$ cat src/rtl/instr_fetch_unit_if.sv
// Instruction-memory request/response bus between fetch and imem.
// Single outstanding request; valid pulses once per accepted req.
interface instr_fetch_unit_if #(
    parameter int ADDR_W = 8
);
    logic              req;
    logic [ADDR_W-1:0] addr;
    logic              valid;
    logic [15:0]       rdata;

    modport master (
        output req,
        output addr,
        input  valid,
        input  rdata
    );

    modport slave (
        input  req,
        input  addr,
        output valid,
        output rdata
    );
endinterface

$ cat src/rtl/instr_fetch_unit.sv
// Fetch stage: fetch PC, single-outstanding imem requests,
// 2-entry prefetch FIFO and execute-stage PC redirects.
module instr_fetch_unit #(
    parameter int                ADDR_W   = 8,
    parameter logic [ADDR_W-1:0] RESET_PC = '0,
    parameter logic [15:0]       NOP_INST = 16'h0000
) (
    input  logic                clk,
    input  logic                rst,
    instr_fetch_unit_if.master  imem,
    input  logic                stall,
    input  logic [15:0]         ctrl_exec,
    input  logic                zero,
    input  logic [ADDR_W-1:0]   alu_target,
    input  logic [ADDR_W-1:0]   jump_target,
    output logic [15:0]         inst,
    output logic                inst_valid,
    output logic [ADDR_W-1:0]   pc_out
);

    typedef enum logic [1:0] {
        IDLE,
        WAIT,
        DRAIN
    } state_t;

    typedef struct packed {
        logic [15:0]       data;
        logic [ADDR_W-1:0] addr;
    } fent_t;

    state_t            state;
    logic [ADDR_W-1:0] fetch_pc;
    fent_t             q0;
    fent_t             q1;
    logic [1:0]        cnt;

    logic              esc_cond;
    logic              esc;
    logic [1:0]        fonte;
    logic              redirect;
    logic [ADDR_W-1:0] target;
    logic              outst;
    logic              rsp;
    logic              push;
    logic              pop;
    logic [1:0]        cnt_nx;
    logic              issue;
    fent_t             rsp_ent;
    logic              unused_ctrl;

    assign esc_cond = ctrl_exec[0];
    assign esc      = ctrl_exec[1];
    assign fonte    = ctrl_exec[7:6];
    assign unused_ctrl = ^{ctrl_exec[15:8], ctrl_exec[5:2]};

    assign redirect = esc & ((fonte == 2'b10) |
                      ((fonte == 2'b01) & esc_cond & zero));
    assign target   = fonte[1] ? jump_target : alu_target;

    assign outst   = (state != IDLE);
    assign rsp     = imem.valid & (state == WAIT);
    assign push    = rsp & ~redirect;
    assign pop     = ~redirect & ~stall & (cnt != 2'd0);
    assign cnt_nx  = cnt + {1'b0, push} - {1'b0, pop};
    // Room is judged after this edge's pop/push so a full FIFO
    // being drained can refill without a bubble.
    assign issue   = ~redirect & (cnt_nx != 2'd2) &
                     ((state == IDLE) | rsp);
    assign rsp_ent = {imem.rdata, imem.addr};

    always_ff @(posedge clk) begin
        if (rst) begin
            state      <= IDLE;
            fetch_pc   <= RESET_PC;
            cnt        <= 2'd0;
            q0         <= '0;
            q1         <= '0;
            imem.req   <= 1'b0;
            imem.addr  <= '0;
            inst       <= NOP_INST;
            inst_valid <= 1'b0;
            pc_out     <= '0;
        end else begin
            imem.req <= issue;
            if (issue) begin
                imem.addr <= fetch_pc;
            end

            if (redirect) begin
                fetch_pc <= target;
            end else if (issue) begin
                fetch_pc <= fetch_pc + 1'b1;
            end

            if (issue) begin
                state <= WAIT;
            end else if (redirect) begin
                // A pending response with no strobe yet must be eaten.
                state <= (outst & ~imem.valid) ? DRAIN : IDLE;
            end else begin
                unique case (state)
                    WAIT:    if (imem.valid) state <= IDLE;
                    DRAIN:   if (imem.valid) state <= IDLE;
                    default: state <= IDLE;
                endcase
            end

            if (redirect) begin
                cnt <= 2'd0;
            end else begin
                cnt <= cnt_nx;
                if (pop) begin
                    q0 <= (push && cnt == 2'd1) ? rsp_ent : q1;
                end else if (push) begin
                    if (cnt == 2'd0) q0 <= rsp_ent;
                    else             q1 <= rsp_ent;
                end
            end

            if (redirect) begin
                inst       <= NOP_INST;
                inst_valid <= 1'b0;
            end else if (!stall) begin
                if (cnt != 2'd0) begin
                    inst       <= q0.data;
                    pc_out     <= q0.addr;
                    inst_valid <= 1'b1;
                end else begin
                    inst       <= NOP_INST;
                    inst_valid <= 1'b0;
                end
            end
        end
    end

endmodule

$ cat src/flat_wrapper.sv
// flat-port wrapper written by rule: the top's interface ports become plain ports
module instr_fetch_unit_flat 
#(
    parameter int                ADDR_W   = 8,
    parameter logic [ADDR_W-1:0] RESET_PC = '0,
    parameter logic [15:0]       NOP_INST = 16'h0000
)
  (clk, rst, stall, ctrl_exec, zero, alu_target, jump_target, inst, inst_valid, pc_out, imem_req, imem_addr, imem_valid, imem_rdata);
  instr_fetch_unit_if #(.ADDR_W(ADDR_W)) imem_i ();
  input  logic clk;
  input  logic rst;
  input  logic stall;
  input  logic [15:0] ctrl_exec;
  input  logic zero;
  input  logic [ADDR_W-1:0] alu_target;
  input  logic [ADDR_W-1:0] jump_target;
  output logic [15:0] inst;
  output logic inst_valid;
  output logic [ADDR_W-1:0] pc_out;
  output wire logic [$bits(imem_i.req)-1:0] imem_req;
  output wire logic [$bits(imem_i.addr)-1:0] imem_addr;
  input wire logic [$bits(imem_i.valid)-1:0] imem_valid;
  input wire logic [$bits(imem_i.rdata)-1:0] imem_rdata;
  assign imem_req = imem_i.req;
  assign imem_addr = imem_i.addr;
  assign imem_i.valid = imem_valid;
  assign imem_i.rdata = imem_rdata;
  instr_fetch_unit #(.ADDR_W(ADDR_W), .RESET_PC(RESET_PC), .NOP_INST(NOP_INST)) u_core (.clk(clk), .rst(rst), .imem(imem_i), .stall(stall), .ctrl_exec(ctrl_exec), .zero(zero), .alu_target(alu_target), .jump_target(jump_target), .inst(inst), .inst_valid(inst_valid), .pc_out(pc_out));
endmodule
$ cat config.mk
export PLATFORM = sky130hd
export DESIGN_NAME = instr_fetch_unit_flat
export DESIGN_NICKNAME = d
export VERILOG_FILES = /design/src/rtl/instr_fetch_unit_if.sv /design/src/rtl/instr_fetch_unit.sv /design/src/flat_wrapper.sv
export SDC_FILE = /design/constraint.sdc
export NUM_CORES = 1
export LEC_CHECK = 0
export BUFFER_PORTS_ARGS = -buffer_cell sky130_fd_sc_hd__buf_2
export CAP_MARGIN = 20
export CELL_PAD_IN_SITES_DETAIL_PLACEMENT = 0
export CELL_PAD_IN_SITES_GLOBAL_PLACEMENT = 2
export CORE_UTILIZATION = 32
export CTS_CLUSTER_DIAMETER = 100
export DETAILED_ROUTE_END_ITERATION = 6
export PLACE_DENSITY_LB_ADDON = 0.1
export SYNTH_ARGS = -nofsm -noshare
export SYNTH_HDL_FRONTEND = slang
export SYNTH_SLANG_ARGS = --single-unit
$ cat constraint.sdc
create_clock -name clk -period 3.45 [get_ports clk]
set_input_delay 0.1725 -clock clk [delete_from_list [all_inputs] [get_ports clk]]
set_output_delay 0.1725 -clock clk [all_outputs]
set_load 0.02 [all_outputs]
=== Word-level counts from Yosys, hierarchy flattened ===
Index checks and enable logic that the tools add are counted.

* Register bits: 94
* Input bits: 53

* Add/subtract/negate cells: 3
* Bitwise logic cells: 17
* Equal/unequal tests: 8
* Muxes and demuxes: 14
* Reduce and logical (&&, ||, !) cells: 14

{| class="wikitable"
|+ Operators with widths
! cell !! number
|-
| two-way mux 24 bit || 4
|-
| two-way mux 8 bit || 3
|-
| two-way mux 16 bit || 1
|-
| AND 1 bit || 10
|-
| nonzero test 2 bit || 5
|-
| adder 8 x 1 -> 8 bit, second input constant || 1
|-
| two-way mux 2 bit || 4
|-
| == test 2 x 1 -> 1 bit, second input constant || 3
|-
| AND reduction 3 bit || 2
|-
| OR reduction 2 bit || 3
|-
| inverter 1 bit || 5
|-
| == test 2 bit, second input constant || 2
|-
| zero test 2 bit || 2
|-
| != test 4 x 1 -> 1 bit, second input constant || 1
|-
| AND reduction 4 bit || 1
|-
| != test 3 x 1 -> 1 bit, second input constant || 1
|-
| adder 2 x 1 -> 2 bit || 1
|-
| two-way mux 1 bit || 2
|-
| != test 2 bit, second input constant || 1
|-
| OR 1 bit || 2
|-
| subtractor 2 x 1 -> 2 bit || 1
|-
| logical AND 1 bit || 1
|}

=== Longest topological paths before layout ===
* Depth in word-level cells: 14
* Mapped depth: 11
* Depth with buffers taken out: 10

=== Least setup slack after synthesis ===
OpenSTA, ideal clock, no wires.

* Path kind: input to register
* Start: input port ctrl_exec[7]
* End: register u_core.fetch_pc[5]
* Required time: 3376 ps
* Stages: 11
* Slack: 965 ps
* Arrival time: 2411 ps
* Path buffers: 1
* Cells stage by stage: and4b_1 o21a_1 clkbuf_1 nor2_1 ha_1 inv_1 ha_1 xnor3_2 o21ai_2 or4_1 a31oi_1

* Longest elaborated chain between the ends: 13
* Elaborated cells between the ends (all ways): 18
* Those cells by class: 2 x add/sub; 3 x eq/ne; 2 x mux; 10 x bitwise; 1 x reduce/logical

{| class="wikitable"
|+ RTL lines
! element !! RTL line !! RTL
|-
| from (decl) || flat_wrapper.sv:13 || <nowiki>input logic [15:0] ctrl_exec;</nowiki>
|-
| == test 2 x 1 -> 1 bit || instr_fetch_unit.sv:58 || <nowiki>((fonte == 2'b01) & esc_cond & zero));</nowiki>
|-
| AND 1 bit (2 in series) || instr_fetch_unit.sv:58 ||
|-
| OR 1 bit (*) || instr_fetch_unit.sv:57 || <nowiki>assign redirect = esc & ((fonte == 2'b10) |</nowiki>
|-
| AND 1 bit (*) || instr_fetch_unit.sv:57 ||
|-
| inverter 1 bit (no line) (*) || n/a ||
|-
| AND 1 bit (*) (2 in series) || instr_fetch_unit.sv:64 || <nowiki>assign pop = ~redirect & ~stall & (cnt != 2'd0);</nowiki>
|-
| named net u_core.pop || instr_fetch_unit.sv:46 || <nowiki>logic pop;</nowiki>
|-
| subtractor 2 x 1 -> 2 bit (*) || instr_fetch_unit.sv:65 || <nowiki>assign cnt_nx = cnt + {1'b0, push} - {1'b0, pop};</nowiki>
|-
| != test 2 bit (*) || instr_fetch_unit.sv:68 || <nowiki>assign issue = ~redirect & (cnt_nx != 2'd2) &</nowiki>
|-
| AND 1 bit (*) (2 in series) || instr_fetch_unit.sv:68 ||
|-
| nonzero test 2 bit (no line) (*) || n/a ||
|-
| to (signal assigned) || instr_fetch_unit.sv:91 || <nowiki>fetch_pc <= target;</nowiki>
|-
| to (signal assigned) || instr_fetch_unit.sv:93 || <nowiki>fetch_pc <= fetch_pc + 1'b1;</nowiki>
|-
| to (decl) || instr_fetch_unit.sv:33 || <nowiki>logic [ADDR_W-1:0] fetch_pc;</nowiki>
|}

Mark *: on every way through the listed nets, which the timed path passes. The rest lies on a longest branch.
A chain may end at the register's enable or synchronous reset.

=== Worst setup path after layout ===
* Start: register u_core.cnt[1]
* End: register u_core.fetch_pc[5]

* Longest elaborated chain between the ends: 7
* Elaborated cells between the ends (all ways): 8
* Those cells by class: 2 x add/sub; 1 x eq/ne; 3 x bitwise; 2 x reduce/logical

{| class="wikitable"
|+ RTL lines
! element !! RTL line !! RTL
|-
| from (decl) || instr_fetch_unit.sv:36 || <nowiki>logic [1:0] cnt;</nowiki>
|-
| from (signal assigned) || instr_fetch_unit.sv:112 || <nowiki>cnt <= cnt_nx;</nowiki>
|-
| nonzero test 2 bit || instr_fetch_unit.sv:64 ||
|-
| AND 1 bit || instr_fetch_unit.sv:64 ||
|-
| named net u_core.pop || instr_fetch_unit.sv:46 ||
|-
| subtractor 2 x 1 -> 2 bit || instr_fetch_unit.sv:65 ||
|-
| != test 2 bit || instr_fetch_unit.sv:68 ||
|-
| AND 1 bit (2 in series) || instr_fetch_unit.sv:68 ||
|-
| nonzero test 2 bit (no line) || n/a ||
|}

The timed path passes the listed nets, and every way through them passes these cells.

==> impl_metrics.json <==
{
  "max_slew.worst_pin.slew_ps": 751,
  "grt-ovfl-total": 0,
  "internal_power_uw": 2300,
  "ys_seq_area_share_pct": 46.4,
  "drc": 0,
  "synth-seq-cells": 94,
  "period_share_pct": 81.9,
  "clk_latency_ps": 350,
  "core_area_um2": 12200,
  "synth-xor-area-share_pct": 1.67,
  "synthToLayoutAreaGrowth_pct": 20.8,
  "portBuffers": 74,
  "cts.sinks": 94,
  "clk_pin_slew_ps": 70,
  "cts_setup_buffers": 0,
  "synthAdderAreaFrac_pct": 1.54,
  "grt_pass1_vias": 3240,
  "crit_type": "flip-flop to flip-flop",
  "setup_viol": 0,
  "final_common_cell": "nand2_1",
  "muxShareOfSynthArea_pct": 8.36,
  "cp-start-kind": "flip-flop",
  "finalMaxSlewViolations": 0,
  "p_sw_share_pct": 32.3,
  "power_frac_comb_pct": 25.2,
  "ant_nets": 0,
  "grt_antenna_before_repair": 0,
  "cp_max_fo": 11,
  "synth-simple-area-share_pct": 16.3,
  "avgSynthCellArea_um2": 8.93,
  "dr.pass1.iters": 6,
  "ctsHoldBuffers": 0,
  "fill_cells": 1259,
  "netlist_area_um2": 4060,
  "power_uw": 3400,
  "synth_compound_area_share_pct": 20.9,
  "hold_violations": 0,
  "rsz0062_at_grt": "false",
  "synth_warnings": 0,
  "crit_path_top_delay_cell": "o21bai_1",
  "place_congestion": 0.772,
  "cts_tree": "yes",
  "max_slew_margin_pct": 49.8,
  "maxCapViolations": 0,
  "p_switching_uw": 1100,
  "io_pins": 87,
  "status": "finished, final reports clean",
  "ir_worst_vdd_mv": 0.313,
  "yosys-top-cells-area": "dfxtp_1, nand2_1, mux2i_1",
  "synth_top_cell_area_share_pct": 46.4,
  "vias": 3417,
  "syn_nets": 512,
  "crit_path_max_incr_delay_ps": 620,
  "clkPwrFrac_pct": 33.8,
  "grt_usage_pct": 17.9,
  "grt_pass1_wl_um": 17700,
  "fmaxAchievable_ghz": 0.354,
  "synth_top_family_by_area": "compound AO/OA/AOI/OAI gates",
  "synth_cell_types": 50,
  "row_count": 40,
  "synthCells": 454,
  "cp-end-kind": "flip-flop",
  "drt_first_iter_violations": 170,
  "cts_inserted_buffers": 9,
  "antenna_cells": 0,
  "fin_nets": 572,
  "synth_largest_area_cell": "dfxtp_1",
  "powerDensity_nw_per_um2": 694,
  "clock-root-buffer": "clkbuf_16",
  "dp_hpwl_um": 7280,
  "final_layout_size_suffix_gt1_share_pct": 23.1,
  "leakagePower_uw": 0.00196,
  "initial_core_util_pct": 33.3,
  "layout_common_cells": "nand2_1, dfxtp_1, buf_2",
  "tns_ps": 0,
  "hold_path.class": "input port to flip-flop",
  "routed_wl_um": 10900,
  "crit_chain": "o21bai_1 > nor2_1 > ha_1 > inv_1 > ha_1 > xnor3_2 > o21ai_2 > or4_1 > a31oi_1",
  "via_per_inst": 4.97,
  "grt_max_degree": 37,
  "synthArstFlopShare_pct": 0,
  "die_area_um2": 13100,
  "fp.dieW_um": 115,
  "crit_path_frequent_cell": "ha_1",
  "die_h_um": 115,
  "htree_num_levels": 3,
  "synth_edf_count": 0,
  "power_frac_seq_pct": 41.0,
  "post_cts_resized": 0,
  "crit_required_ps": 3730,
  "avgRoutedWirePerCell_um": 15.9,
  "skew_ps": 6.93,
  "cts_buffer_depth": 2,
  "period_needed_ps": 2820,
  "worstPathArrival_ps": 3100,
  "synth-main-ff-cell": "dfxtp_1"
}
-- cell usage after synthesis, types with 3 or more instances --
cell type,count
nand2_1,102
dfxtp_1,94
a21oi_1,39
mux2i_1,26
a311oi_1,24
clkbuf_1,23
nor2_1,22
a22oi_1,16
o21ai_0,14
nand3_1,10
a22o_1,8
mux2_2,7
and3_1,6
buf_2,5
ha_1,5
inv_1,5
buf_4,3
o211ai_1,3
xor2_1,3
-- cells by family after synthesis --
group	after synthesis
multiplexers	33
AO/OA/AOI/OAI	122
flip-flops	94
AND/OR/NAND/NOR	154
adder cells (fa/ha/maj)	5
XOR/XNOR	6
buffers and inverters	40
-- worst paths after layout --
kind                 start                 end  slack (ps)  depth (start not counted)
min             imem_valid     u_core.state[1]          50                          2
max reg2reg  u_core.cnt[1]  u_core.fetch_pc[5]         630                          9
min reg2reg  u_core.q1[14]       u_core.q1[14]         450                          2
max          u_core.cnt[1]  u_core.fetch_pc[5]         630                          9
-- worst max-delay path: cells and delay by family (launching register included) --
| kind | cells | cell delay, ps |
|---|---|---|
| AO/OA/AOI/OAI | 3 | 920 |
| AND/OR/NAND/NOR | 2 | 610 |
| adder cells (fa/ha/maj) | 2 | 490 |
| flip-flops | 1 | 370 |
| XOR/XNOR | 1 | 330 |
| buffers and inverters | 1 | 40 |
-- layer usage --
metal	up-vias	track usage (%)	wire [um]	share of wire, %
met4	0	6.23	146	1.3
met1	1606	24.8	5760	53
met5	-	0	0	0
met2	57	26.9	4680	43
li1	1744	-	-	-
met3	10	4.55	358	3.3
-- per-stage QoR --
step / area (um^2) / hold WS [ps] / util (%) / setup WS [ps] / cells
after global placement: 4550 / 419 / 37.4 / 548 / 671
after floorplan: 4060 / 242 / - / 965 / 454
after detailed placement: 4550 / 419 / 37.4 / 466 / 671
final: 4900 / 54.4 / 40.3 / 626 / 687
after global routing: 4900 / 49.0 / 40.3 / 348 / 687
after CTS: 4900 / 42.4 / 40.3 / 596 / 687
-- sequential cells by signal, indices dropped and copies added (netlist names), 2 cells and up --
signal            count
u_core.cnt            2
u_core.fetch_pc       8
u_core.imem.addr      8
u_core.inst          16
u_core.pc_out         8
u_core.q0            24
u_core.q1            24
u_core.state          2
-- power groups by stage --
stage	registers, uW	clock network [uW]	logic, uW
finish	1390	1150	857
global route	1420	1230	956
CTS	1390	1190	861
detailed placement	1420	0	859
global placement	1420	0	852
floorplan	1400	0	595
-- final cells by class --
| cell class | count | area [um^2] | area share (%) |
|---|---|---|---|
| multi-input combinational | 320 | 1990 | 40.6 |
| sequential | 94 | 1880 | 38.4 |
| timing repair buffer | 84 | 445 | 9.09 |
| clock buffer | 14 | 294 | 6.00 |
| tap | 168 | 210 | 4.29 |
| clock inverter | 2 | 60.1 | 1.23 |
| inverter | 5 | 18.8 | 0.383 |
Note: power is estimated with default switching activity, not from simulation.
